$ cat src/rtl/duck_pkg.sv
// Shared constants, configuration record and frame helpers for the duck sprite scheduler.
package duck_pkg;

  localparam int NUM_DUCKS       = 4;
  localparam int SPR_W           = 68;
  localparam int SPR_H           = 64;
  localparam int NUM_FRAMES      = 3;
  localparam int FRAME_TICKS     = 8;
  localparam int ADDR_W          = 14;
  localparam int TRANSPARENT_IDX = 0;
  localparam int FRAME_BYTES     = SPR_W * SPR_H;

  localparam int DUCK_W  = $clog2(NUM_DUCKS);
  localparam int FRAME_W = $clog2(NUM_FRAMES);
  localparam int TICK_W  = $clog2(FRAME_TICKS);

  typedef struct packed {
    logic [9:0] x;
    logic [9:0] y;
    logic       en;
  } duck_cfg_t;

  localparam duck_cfg_t DUCK_CFG_RST = '{x: 10'd0, y: 10'd0, en: 1'b0};

  // Frame shown by a given duck: ducks are phase-shifted by their index.
  function automatic logic [FRAME_W-1:0] duck_frame(input logic [FRAME_W-1:0] anim, input int idx);
    int sum;
    sum = int'(anim) + idx;
    return FRAME_W'(sum % NUM_FRAMES);
  endfunction

  // ROM base address of an animation frame (frames are stacked back to back).
  function automatic logic [ADDR_W-1:0] frame_base(input logic [FRAME_W-1:0] frame);
    return ADDR_W'(int'(frame) * FRAME_BYTES);
  endfunction

endpackage

$ cat src/rtl/duck_sprite_scheduler_if.sv
// Configuration write bus from the game logic to the sprite scheduler.
interface duck_sprite_scheduler_if
  import duck_pkg::*;
();

  logic              cfg_we;
  logic [DUCK_W-1:0] cfg_idx;
  logic [9:0]        cfg_x;
  logic [9:0]        cfg_y;
  logic              cfg_en;

  modport master (output cfg_we, cfg_idx, cfg_x, cfg_y, cfg_en);
  modport slave  (input  cfg_we, cfg_idx, cfg_x, cfg_y, cfg_en);

endinterface

$ cat src/rtl/duck_hit_detect.sv
// Per-duck bounding-box test and sprite-local pixel offset.
module duck_hit_detect
  import duck_pkg::*;
(
  input  duck_cfg_t         cfg,
  input  logic [9:0]        DrawX,
  input  logic [9:0]        DrawY,
  output logic              hit,
  output logic [ADDR_W-1:0] offset
);

  logic [10:0] x_s;
  logic [10:0] y_s;
  logic [10:0] cx_s;
  logic [10:0] cy_s;
  logic [10:0] dx_s;
  logic [10:0] dy_s;

  // 11-bit compare so a sprite near the right/bottom edge never wraps to the left/top.
  always_comb begin
    x_s    = {1'b0, DrawX};
    y_s    = {1'b0, DrawY};
    cx_s   = {1'b0, cfg.x};
    cy_s   = {1'b0, cfg.y};
    dx_s   = x_s - cx_s;
    dy_s   = y_s - cy_s;
    hit    = cfg.en
          && (x_s >= cx_s) && (x_s < (cx_s + 11'(SPR_W)))
          && (y_s >= cy_s) && (y_s < (cy_s + 11'(SPR_H)));
    offset = (ADDR_W'(dy_s) * ADDR_W'(SPR_W)) + ADDR_W'(dx_s);
  end

endmodule

$ cat src/rtl/duck_sprite_scheduler.sv
// Shares one stacked-frame duck ROM among several ducks: double-buffered config,
// global animation counter, priority hit selection and a fixed two-stage pixel pipeline.
module duck_sprite_scheduler
  import duck_pkg::*;
(
  input  logic                   vga_clk,
  input  logic                   reset_n,
  input  logic [9:0]             DrawX,
  input  logic [9:0]             DrawY,
  input  logic                   blank,
  duck_sprite_scheduler_if.slave cfg_bus,
  output logic [ADDR_W-1:0]      rom_address,
  input  logic [3:0]             rom_q,
  output logic [3:0]             pix_index,
  output logic [DUCK_W-1:0]      pix_duck,
  output logic                   pix_valid,
  output logic [FRAME_W-1:0]     anim_frame
);

  duck_cfg_t shadow_r      [NUM_DUCKS];
  duck_cfg_t shadow_next_s [NUM_DUCKS];
  duck_cfg_t active_r      [NUM_DUCKS];

  logic                commit_s;
  logic [TICK_W-1:0]   tick_r;
  logic [FRAME_W-1:0]  anim_frame_r;

  logic [NUM_DUCKS-1:0] hit_s;
  logic [ADDR_W-1:0]    offset_s    [NUM_DUCKS];
  logic [ADDR_W-1:0]    duck_addr_s [NUM_DUCKS];

  logic              win_hit_s;
  logic [DUCK_W-1:0] win_idx_s;
  logic [ADDR_W-1:0] win_addr_s;

  logic [ADDR_W-1:0] rom_address_r;
  logic              hit1_r;
  logic [DUCK_W-1:0] duck1_r;
  logic              blank1_r;
  logic [3:0]        pix_index_r;
  logic [DUCK_W-1:0] pix_duck_r;
  logic              pix_valid_r;

  // Config swap happens at the start of vertical blanking.
  assign commit_s = (DrawX == 10'd0) && (DrawY == 10'd480);

  // Shadow contents including this cycle's write, so a write coinciding with commit is kept.
  always_comb begin
    for (int i = 0; i < NUM_DUCKS; i++) begin
      shadow_next_s[i] = shadow_r[i];
    end
    if (cfg_bus.cfg_we) begin
      shadow_next_s[cfg_bus.cfg_idx] = '{x: cfg_bus.cfg_x, y: cfg_bus.cfg_y, en: cfg_bus.cfg_en};
    end else begin
      shadow_next_s[0] = shadow_r[0];
    end
  end

  // Shadow and active config registers; active only changes on commit.
  always_ff @(posedge vga_clk or negedge reset_n) begin
    if (!reset_n) begin
      for (int i = 0; i < NUM_DUCKS; i++) begin
        shadow_r[i] <= DUCK_CFG_RST;
        active_r[i] <= DUCK_CFG_RST;
      end
    end else begin
      for (int i = 0; i < NUM_DUCKS; i++) begin
        shadow_r[i] <= shadow_next_s[i];
        if (commit_s) begin
          active_r[i] <= shadow_next_s[i];
        end
      end
    end
  end

  // Vertical-blank tick counter advancing the global animation frame.
  always_ff @(posedge vga_clk or negedge reset_n) begin
    if (!reset_n) begin
      tick_r       <= {TICK_W{1'b0}};
      anim_frame_r <= {FRAME_W{1'b0}};
    end else if (commit_s) begin
      if (tick_r == TICK_W'(FRAME_TICKS - 1)) begin
        tick_r <= {TICK_W{1'b0}};
        if (anim_frame_r == FRAME_W'(NUM_FRAMES - 1)) begin
          anim_frame_r <= {FRAME_W{1'b0}};
        end else begin
          anim_frame_r <= anim_frame_r + FRAME_W'(1);
        end
      end else begin
        tick_r <= tick_r + TICK_W'(1);
      end
    end
  end

  for (genvar g = 0; g < NUM_DUCKS; g++) begin : g_duck
    duck_hit_detect u_hit (
      .cfg    (active_r[g]),
      .DrawX  (DrawX),
      .DrawY  (DrawY),
      .hit    (hit_s[g]),
      .offset (offset_s[g])
    );
    assign duck_addr_s[g] = frame_base(duck_frame(anim_frame_r, g)) + offset_s[g];
  end

  // Priority encoder: lowest-index hitting duck owns the pixel.
  always_comb begin
    win_hit_s  = 1'b0;
    win_idx_s  = {DUCK_W{1'b0}};
    win_addr_s = {ADDR_W{1'b0}};
    for (int i = 0; i < NUM_DUCKS; i++) begin
      if (hit_s[i] && !win_hit_s) begin
        win_hit_s  = 1'b1;
        win_idx_s  = DUCK_W'(i);
        win_addr_s = duck_addr_s[i];
      end else begin
        win_hit_s  = win_hit_s;
      end
    end
  end

  // Stage 1: ROM address plus the side-band needed to qualify the returned colour.
  always_ff @(posedge vga_clk or negedge reset_n) begin
    if (!reset_n) begin
      rom_address_r <= {ADDR_W{1'b0}};
      hit1_r        <= 1'b0;
      duck1_r       <= {DUCK_W{1'b0}};
      blank1_r      <= 1'b0;
    end else begin
      rom_address_r <= win_addr_s;
      hit1_r        <= win_hit_s;
      duck1_r       <= win_idx_s;
      blank1_r      <= blank;
    end
  end

  // Stage 2: tag the ROM colour; a transparent top duck does not reveal ducks below it.
  always_ff @(posedge vga_clk or negedge reset_n) begin
    if (!reset_n) begin
      pix_index_r <= 4'd0;
      pix_duck_r  <= {DUCK_W{1'b0}};
      pix_valid_r <= 1'b0;
    end else begin
      pix_index_r <= hit1_r ? rom_q : 4'd0;
      pix_duck_r  <= duck1_r;
      pix_valid_r <= hit1_r && blank1_r && (rom_q != 4'(TRANSPARENT_IDX));
    end
  end

  assign rom_address = rom_address_r;
  assign pix_index   = pix_index_r;
  assign pix_duck    = pix_duck_r;
  assign pix_valid   = pix_valid_r;
  assign anim_frame  = anim_frame_r;

endmodule

$ cat src/flat_wrapper.sv
// flat-port wrapper written by rule: the top's interface ports become plain ports
module duck_sprite_scheduler_flat import duck_pkg::*;
  (vga_clk, reset_n, DrawX, DrawY, blank, rom_address, rom_q, pix_index, pix_duck, pix_valid, anim_frame, cfg_bus_cfg_we, cfg_bus_cfg_idx, cfg_bus_cfg_x, cfg_bus_cfg_y, cfg_bus_cfg_en);
  duck_sprite_scheduler_if cfg_bus_i ();
  input  logic vga_clk;
  input  logic reset_n;
  input  logic [9:0] DrawX;
  input  logic [9:0] DrawY;
  input  logic blank;
  output logic [ADDR_W-1:0] rom_address;
  input  logic [3:0] rom_q;
  output logic [3:0] pix_index;
  output logic [DUCK_W-1:0] pix_duck;
  output logic pix_valid;
  output logic [FRAME_W-1:0] anim_frame;
  input wire logic [$bits(cfg_bus_i.cfg_we)-1:0] cfg_bus_cfg_we;
  input wire logic [$bits(cfg_bus_i.cfg_idx)-1:0] cfg_bus_cfg_idx;
  input wire logic [$bits(cfg_bus_i.cfg_x)-1:0] cfg_bus_cfg_x;
  input wire logic [$bits(cfg_bus_i.cfg_y)-1:0] cfg_bus_cfg_y;
  input wire logic [$bits(cfg_bus_i.cfg_en)-1:0] cfg_bus_cfg_en;
  assign cfg_bus_i.cfg_we = cfg_bus_cfg_we;
  assign cfg_bus_i.cfg_idx = cfg_bus_cfg_idx;
  assign cfg_bus_i.cfg_x = cfg_bus_cfg_x;
  assign cfg_bus_i.cfg_y = cfg_bus_cfg_y;
  assign cfg_bus_i.cfg_en = cfg_bus_cfg_en;
  duck_sprite_scheduler u_core (.vga_clk(vga_clk), .reset_n(reset_n), .DrawX(DrawX), .DrawY(DrawY), .blank(blank), .cfg_bus(cfg_bus_i), .rom_address(rom_address), .rom_q(rom_q), .pix_index(pix_index), .pix_duck(pix_duck), .pix_valid(pix_valid), .anim_frame(anim_frame));
endmodule
$ cat config.mk
export PLATFORM = sky130hd
export DESIGN_NAME = duck_sprite_scheduler_flat
export DESIGN_NICKNAME = d
export VERILOG_FILES = /design/src/rtl/duck_pkg.sv /design/src/rtl/duck_sprite_scheduler_if.sv /design/src/rtl/duck_hit_detect.sv /design/src/rtl/duck_sprite_scheduler.sv /design/src/flat_wrapper.sv
export SDC_FILE = /design/constraint.sdc
export NUM_CORES = 1
export LEC_CHECK = 0
export ABC_CLOCK_PERIOD_IN_PS = 6050
export BUFFER_PORTS_ARGS = -buffer_cell sky130_fd_sc_hd__buf_2
export CAP_MARGIN = 40
export CORE_MARGIN = 4
export CORE_UTILIZATION = 50
export DETAILED_ROUTE_END_ITERATION = 8
export GPL_ROUTABILITY_DRIVEN = 0
export GPL_TIMING_DRIVEN = 0
export PLACE_DENSITY = 0.67
export SLEW_MARGIN = 5
export SYNTH_ARGS = -nofsm -noshare
export SYNTH_HDL_FRONTEND = slang
export SYNTH_SLANG_ARGS = --single-unit
$ cat constraint.sdc
create_clock -name vga_clk -period 6.05 [get_ports vga_clk]
set_clock_uncertainty 0.05 [all_clocks]
set_input_delay 0.605 -clock vga_clk [delete_from_list [all_inputs] [get_ports vga_clk]]
set_output_delay 0.605 -clock vga_clk [all_outputs]
set_load 0.02 [all_outputs]
# --- Word-level counts from Yosys, hierarchy flattened ---
# Index checks and enable logic that the tools add are counted.
# W data, S select, Z words.
word_totals:
  ff_bits: 198
classes:
  multipliers: 8
  add_sub_neg: 29
  div_mod_pow: 4
  n_eq_ne: 3
  mux: 19
  order_cmp: 18
  n_bitwise: 1
  reduce_logical: 29
op_table:
  columns: ["op", "count"]
  rows:
  - ["$mod A32 B3 Y32 const B", 3]
  - ["$add A10 B7 Y11 const B", 8]
  - ["$lt A10 B11 Y1", 8]
  - ["$sub A10 B10 Y11", 8]
  - ["$bwmux W84", 1]
  - ["$ge A10 B10 Y1", 8]
  - ["$mux W63", 1]
  - ["$add A14 B11 Y14", 4]
  - ["$add A14 B14 Y14", 4]
  - ["$mux W14", 4]
  - ["$mul A11 B5 Y12 const B", 4]
  - ["$demux W21 S2", 1]
  - ["$mux W21", 2]
  - ["$mod A3 B3 Y32 const B", 1]
  - ["$mul A2 B5 Y6 const B", 4]
  - ["$logic_and A1 B1 Y1", 23]
  - ["$eq A10 B9 Y1 const B", 1]
  - ["$logic_not A10 Y1", 1]
  - ["$add A2 B2 Y3 const B", 2]
  - ["$mux W2", 3]
  - ["$mux W1", 5]
  - ["$mux W4", 1]
  - ["$reduce_bool A4 Y1", 1]
  - ["$add A2 B1 Y3 const B", 1]
  - ["10 further kinds", 12]

# --- Logic depth before layout (Yosys ltp) ---
logic_depth:
  depth_word: 15
  mapped_depth: 25

# --- Cells and area by module ---
# A second synthesis with hierarchy kept.
hier_totals:
  hier_cells: 1667
  area_unflattened_um2: 16818.6
modules_own_cells:
  columns: ["module", "area_per_inst_um2", "cells_per_inst", "seq_area_each_um2", "instances"]
  rows:
  - ["duck_hit_detect", 2157.1, 281, 0.0, 4]
  - ["duck_sprite_scheduler", 8190.4, 543, 4954.8, 1]

# --- Worst setup path after synthesis ---
# Ideal clock, no wire load.
synth_path:
  kind: "input to register"
  startpoint: "input port DrawY[0]"
  endpoint: "register u_core.rom_address_r[12] (netlist: u_core.rom_address[12])"
  t_arrival_ns: 5.146
  slack_ns: 0.728
  t_required_ns: 5.874
  setup_time_ns: 0.126
  path_buffers: 0
  cell_stages: 21
  cell_sequence: "inv_1 > ha_1 > inv_1 > fa_1 > a21o_1 > a21oi_1 > o21bai_1 > a21oi_1 > xnor2_1 > ha_1 > fa_1 > fa_1 > ha_1 > or2_2 > a21oi_1 > inv_1 > a31o_2 > a21oi_1 > xor2_1 > o2bb2ai_1 > a221o_1"
synth_between:
  elab_chain_cells: 13
  word_cells_on_any_way: 45
  cone_classes: "add/sub: 12; mul: 4; order compare: 8; mux: 7; reduce/logical: 14"
synth_rtl:
  columns: ["item", "line", "text"]
  rows:
  - ["start, declared", "flat_wrapper.sv:8", "input logic [9:0] DrawY;"]
  - ["parallel branches: the longest is 12 deep, another holds $add A14 B11 Y14", null, null]
  - ["$mux W14 *", "duck_sprite_scheduler.sv:112", "if (hit_s[i] && !win_hit_s) begin"]
  - ["net u_core.win_addr_s[12]", "duck_sprite_scheduler.sv:34", "logic [ADDR_W-1:0] win_addr_s;"]
  - ["end signal, assigned", "duck_sprite_scheduler.sv:125", "rom_address_r <= {ADDR_W{1'b0}};"]
  - ["end signal, assigned", "duck_sprite_scheduler.sv:130", "rom_address_r <= win_addr_s;"]
  - ["end, declared", "duck_sprite_scheduler.sv:36", "logic [ADDR_W-1:0] rom_address_r;"]
# Mark *: on every way through the listed nets, which the timed path passes.
# A chain may end at the register's enable or synchronous reset.

# --- Worst setup path after layout ---
layout_path:
  startpoint: "register u_core.active_r[23] in the netlist's numbering"
  endpoint: "register u_core.rom_address_r[12] (netlist: u_core.rom_address[12])"
layout_between:
  elab_chain_cells: 8
  word_cells_on_any_way: 15
  cone_classes: "add/sub: 4; mul: 1; order compare: 2; mux: 3; reduce/logical: 5"
layout_rtl:
  columns: ["item", "line", "text"]
  rows:
  - ["start, declared", "duck_sprite_scheduler.sv:22", "duck_cfg_t active_r [NUM_DUCKS];"]
  - ["start signal, assigned by index", "duck_sprite_scheduler.sv:70", "active_r[i] <= shadow_next_s[i];"]
  - ["parallel branches: the longest is 7 deep, another holds $add A14 B11 Y14", null, null]
  - ["$mux W14 *", "duck_sprite_scheduler.sv:112", null]
  - ["net u_core.win_addr_s[12]", "duck_sprite_scheduler.sv:34", null]
# Marked as above.

==> impl_metrics.py <==
metrics = {
    "run_status": {
        "status": "completed",
    },
    "power_and_ir_drop": {
        "powerDensity_nw_per_um2": 226,
        "p_leak_nw": 8.68,
        "total_power_mw": 4.02,
        "ir_worst_vdd_v": 0.000196,
    },
    "critical_path": {
        "r2r_slack_ps": 270,
        "arrival_ps": 6080,
        "cp.required_ps": 6350,
        "cp_common_cell": "ha_1",
        "rr_worst_depth": 19,
        "critPathMaxStageDelay_ps": 550,
        "startpoint": "u_core.active_r[23]",
        "cp-start-kind": "register",
        "crit_buf_inv": 2,
        "reg2reg_from": "u_core.active_r[23]",
        "worst-setup-path-type": "reg2reg",
        "crit_fanout": 5,
        "worst_setup_path_end_kind": "register",
        "crit_family": "compound AO/OA/AOI/OAI gates",
        "slowest_stage": "fa_1",
        "r2r-end": "u_core.rom_address[12]",
        "cp_cell_sequence": "inv_1, ha_1, nor2b_1, o31a_1, o31ai_1, a21boi_1, ha_1, ha_1, fa_1, fa_1, ha_1, or2_2, a21oi_1, inv_1, a31o_2, a21oi_1, xor2_1, o2bb2ai_1, a221o_1",
    },
    "timing": {
        "hold_viol_final": 0,
        "fin_tns_setup_ps": 0,
        "rsz0062_at_grt": "no",
        "period_minus_slack_ps": 5780,
        "hold_slack_ps": 121,
        "slew-limit-headroom": 0.344,
        "final-max-slew-violation-count": 0,
        "setup_violations": 0,
        "period_share": 0.955,
        "worstMarginPinSlew_ps": 978,
        "max_freq_ghz": 0.173,
        "worst_slack_ps": 272,
    },
    "logic_synthesis": {
        "ys_types": 78,
        "synth_seq_area_share": 0.305,
        "synth_warnings": 0,
        "syn_nets": 1997,
        "synth_flop_cell": "dfrtp_1",
        "ys_async_sr_fraction": 1.00,
        "synth_top_area_share": 0.305,
        "synthesis.area_um2": 16200,
        "synth_edf_count": 0,
        "synthTopCellsByArea": "dfrtp_1 31%, ha_1 20%, mux2_2 6.9%",
        "netlist_instances": 1660,
        "ys_seq_elements": 198,
        "avgSynthCellArea_um2": 9.78,
        "post-synth-top-area-cell": "dfrtp_1",
    },
    "clock_network": {
        "root_buffer": "clkbuf_16",
        "cts.sinks": 198,
        "htree_levels": 4,
        "cts_inserted_buffers": 17,
        "clkTransAtPathRegs_ps": 100,
        "insertion_delay_ps": 470,
        "clock_path_buffers": 2,
        "cts_tree": "built",
    },
    "detailed_routing": {
        "first_pass_iters": 5,
        "drc": 0,
        "via_count": 12842,
        "wl_per_cell_um": 20.6,
        "drt_first_iter_violations": 829,
        "wl_mm": 45.3,
        "viasPerCell": 5.83,
        "drtAntennaViolNets": 0,
    },
    "die": {
        "start_util": 0.511,
        "die_x_um": 188,
        "rows": 65,
        "dieHeight_um": 188,
        "core_um2": 31800,
        "ios": 74,
        "dieArea_um2": 35400,
    },
    "cells_and_area": {
        "syn_to_final_growth_pct": 9.77,
        "layout_common_cells": "262 x ha_1, 198 x dfrtp_1, 136 x inv_1",
        "diodes": 0,
        "drive_gt1_frac": 0.135,
        "layout.nets": 2091,
        "fillers": 2879,
        "fin_util": 0.561,
        "fin_cells": 2202,
        "multi_input_area_um2": 10700,
        "layout_commonest_cell": "ha_1",
        "fin_area_um2": 17800,
        "final-seq-area_um2": 4950,
    },
    "global_routing": {
        "grt-ovfl-total": 0,
        "antenna_found_initial": 0,
        "groute.usage.overall": 0.255,
        "grt_pass1_wl_mm": 70.5,
        "grt_pass1_vias": 12866,
        "grt_max_degree": 107,
    },
    "placement": {
        "post-place-ws_ps": -74.1,
        "place_hpwl_mm": 36.8,
        "placed_area_um2": 17200,
        "post-place-cells": 2170,
        "portBuffers": 73,
    },
    "min_path": {
        "hold_class": "in2async",
    },
    "run": {
        "cap_violations": 0,
    },
}
[flip-flops by register name, indices dropped and copies added (netlist names)]
name                count
u_core.shadow_r        84
u_core.pix_index        4
u_core.blank1_r         1
u_core.pix_valid        1
u_core.pix_duck         2
u_core.hit1_r           1
u_core.anim_frame       2
u_core.rom_address     14
u_core.duck1_r          2
u_core.active_r        84
u_core.tick_r           3
[kinds of logic after synthesis]
| kind of cell | synth area share |
|---|---|
| AO/OA/AOI/OAI | 0.173 |
| buffers and inverters | 0.0384 |
| multiplexers | 0.0724 |
| flip-flops | 0.305 |
| AND/OR/NAND/NOR | 0.102 |
| adder cells (fa/ha/maj) | 0.231 |
| XOR/XNOR | 0.0785 |
[worst max-delay path by stage]
stage                                   to  depth (start not counted)
finish              u_core.rom_address[12]                         19
global route        u_core.rom_address[12]                         21
CTS                 u_core.rom_address[12]                         19
detailed placement  u_core.rom_address[12]                         19
global placement    u_core.rom_address[12]                         22
floorplan           u_core.rom_address[12]                         21
[per-layer routing]
layer  track usage  part of all wire  vias up
li1              -                 -     6136
met1         0.350              0.44     6325
met2         0.422              0.48      321
met3        0.0371             0.056       60
met4        0.0774             0.028        0
met5             0                 0        -
[cell type report]
type	instances	area share
clock buffer	17	0.0239
inverter	136	0.0286
timing repair buffer	75	0.0229
clock inverter	15	0.0117
tap	435	0.0305
buffer	28	0.00632
sequential	198	0.278
multi-input combinational	1298	0.598
[synthesized netlist by cell type (12+ instances only)]
library cell / n
nand4_1: 12
ha_1: 262
o21a_1: 29
nand2b_1: 14
o21ai_0: 124
mux2_2: 100
fa_1: 24
nor2b_1: 19
nor3_1: 25
a211oi_1: 13
clkbuf_1: 27
xnor2_1: 106
nand3_1: 35
a21o_1: 48
nor2_1: 68
a21oi_1: 91
xor2_1: 37
dfrtp_1: 198
inv_1: 136
nand2_1: 115
o21bai_1: 25
[where the power goes]
group	switching (mW)	internal, mW
Combinational	0.767	0.581
Clock	0.645	0.579
Sequential	0.0238	1.43
[what timing repair did]
action                     CTS  global route
setup endpoints to repair    0             1
setup buffers                0             0
hold buffers                 0             0
gates resized for setup      0             1
(Power assumes the default switching activity.)
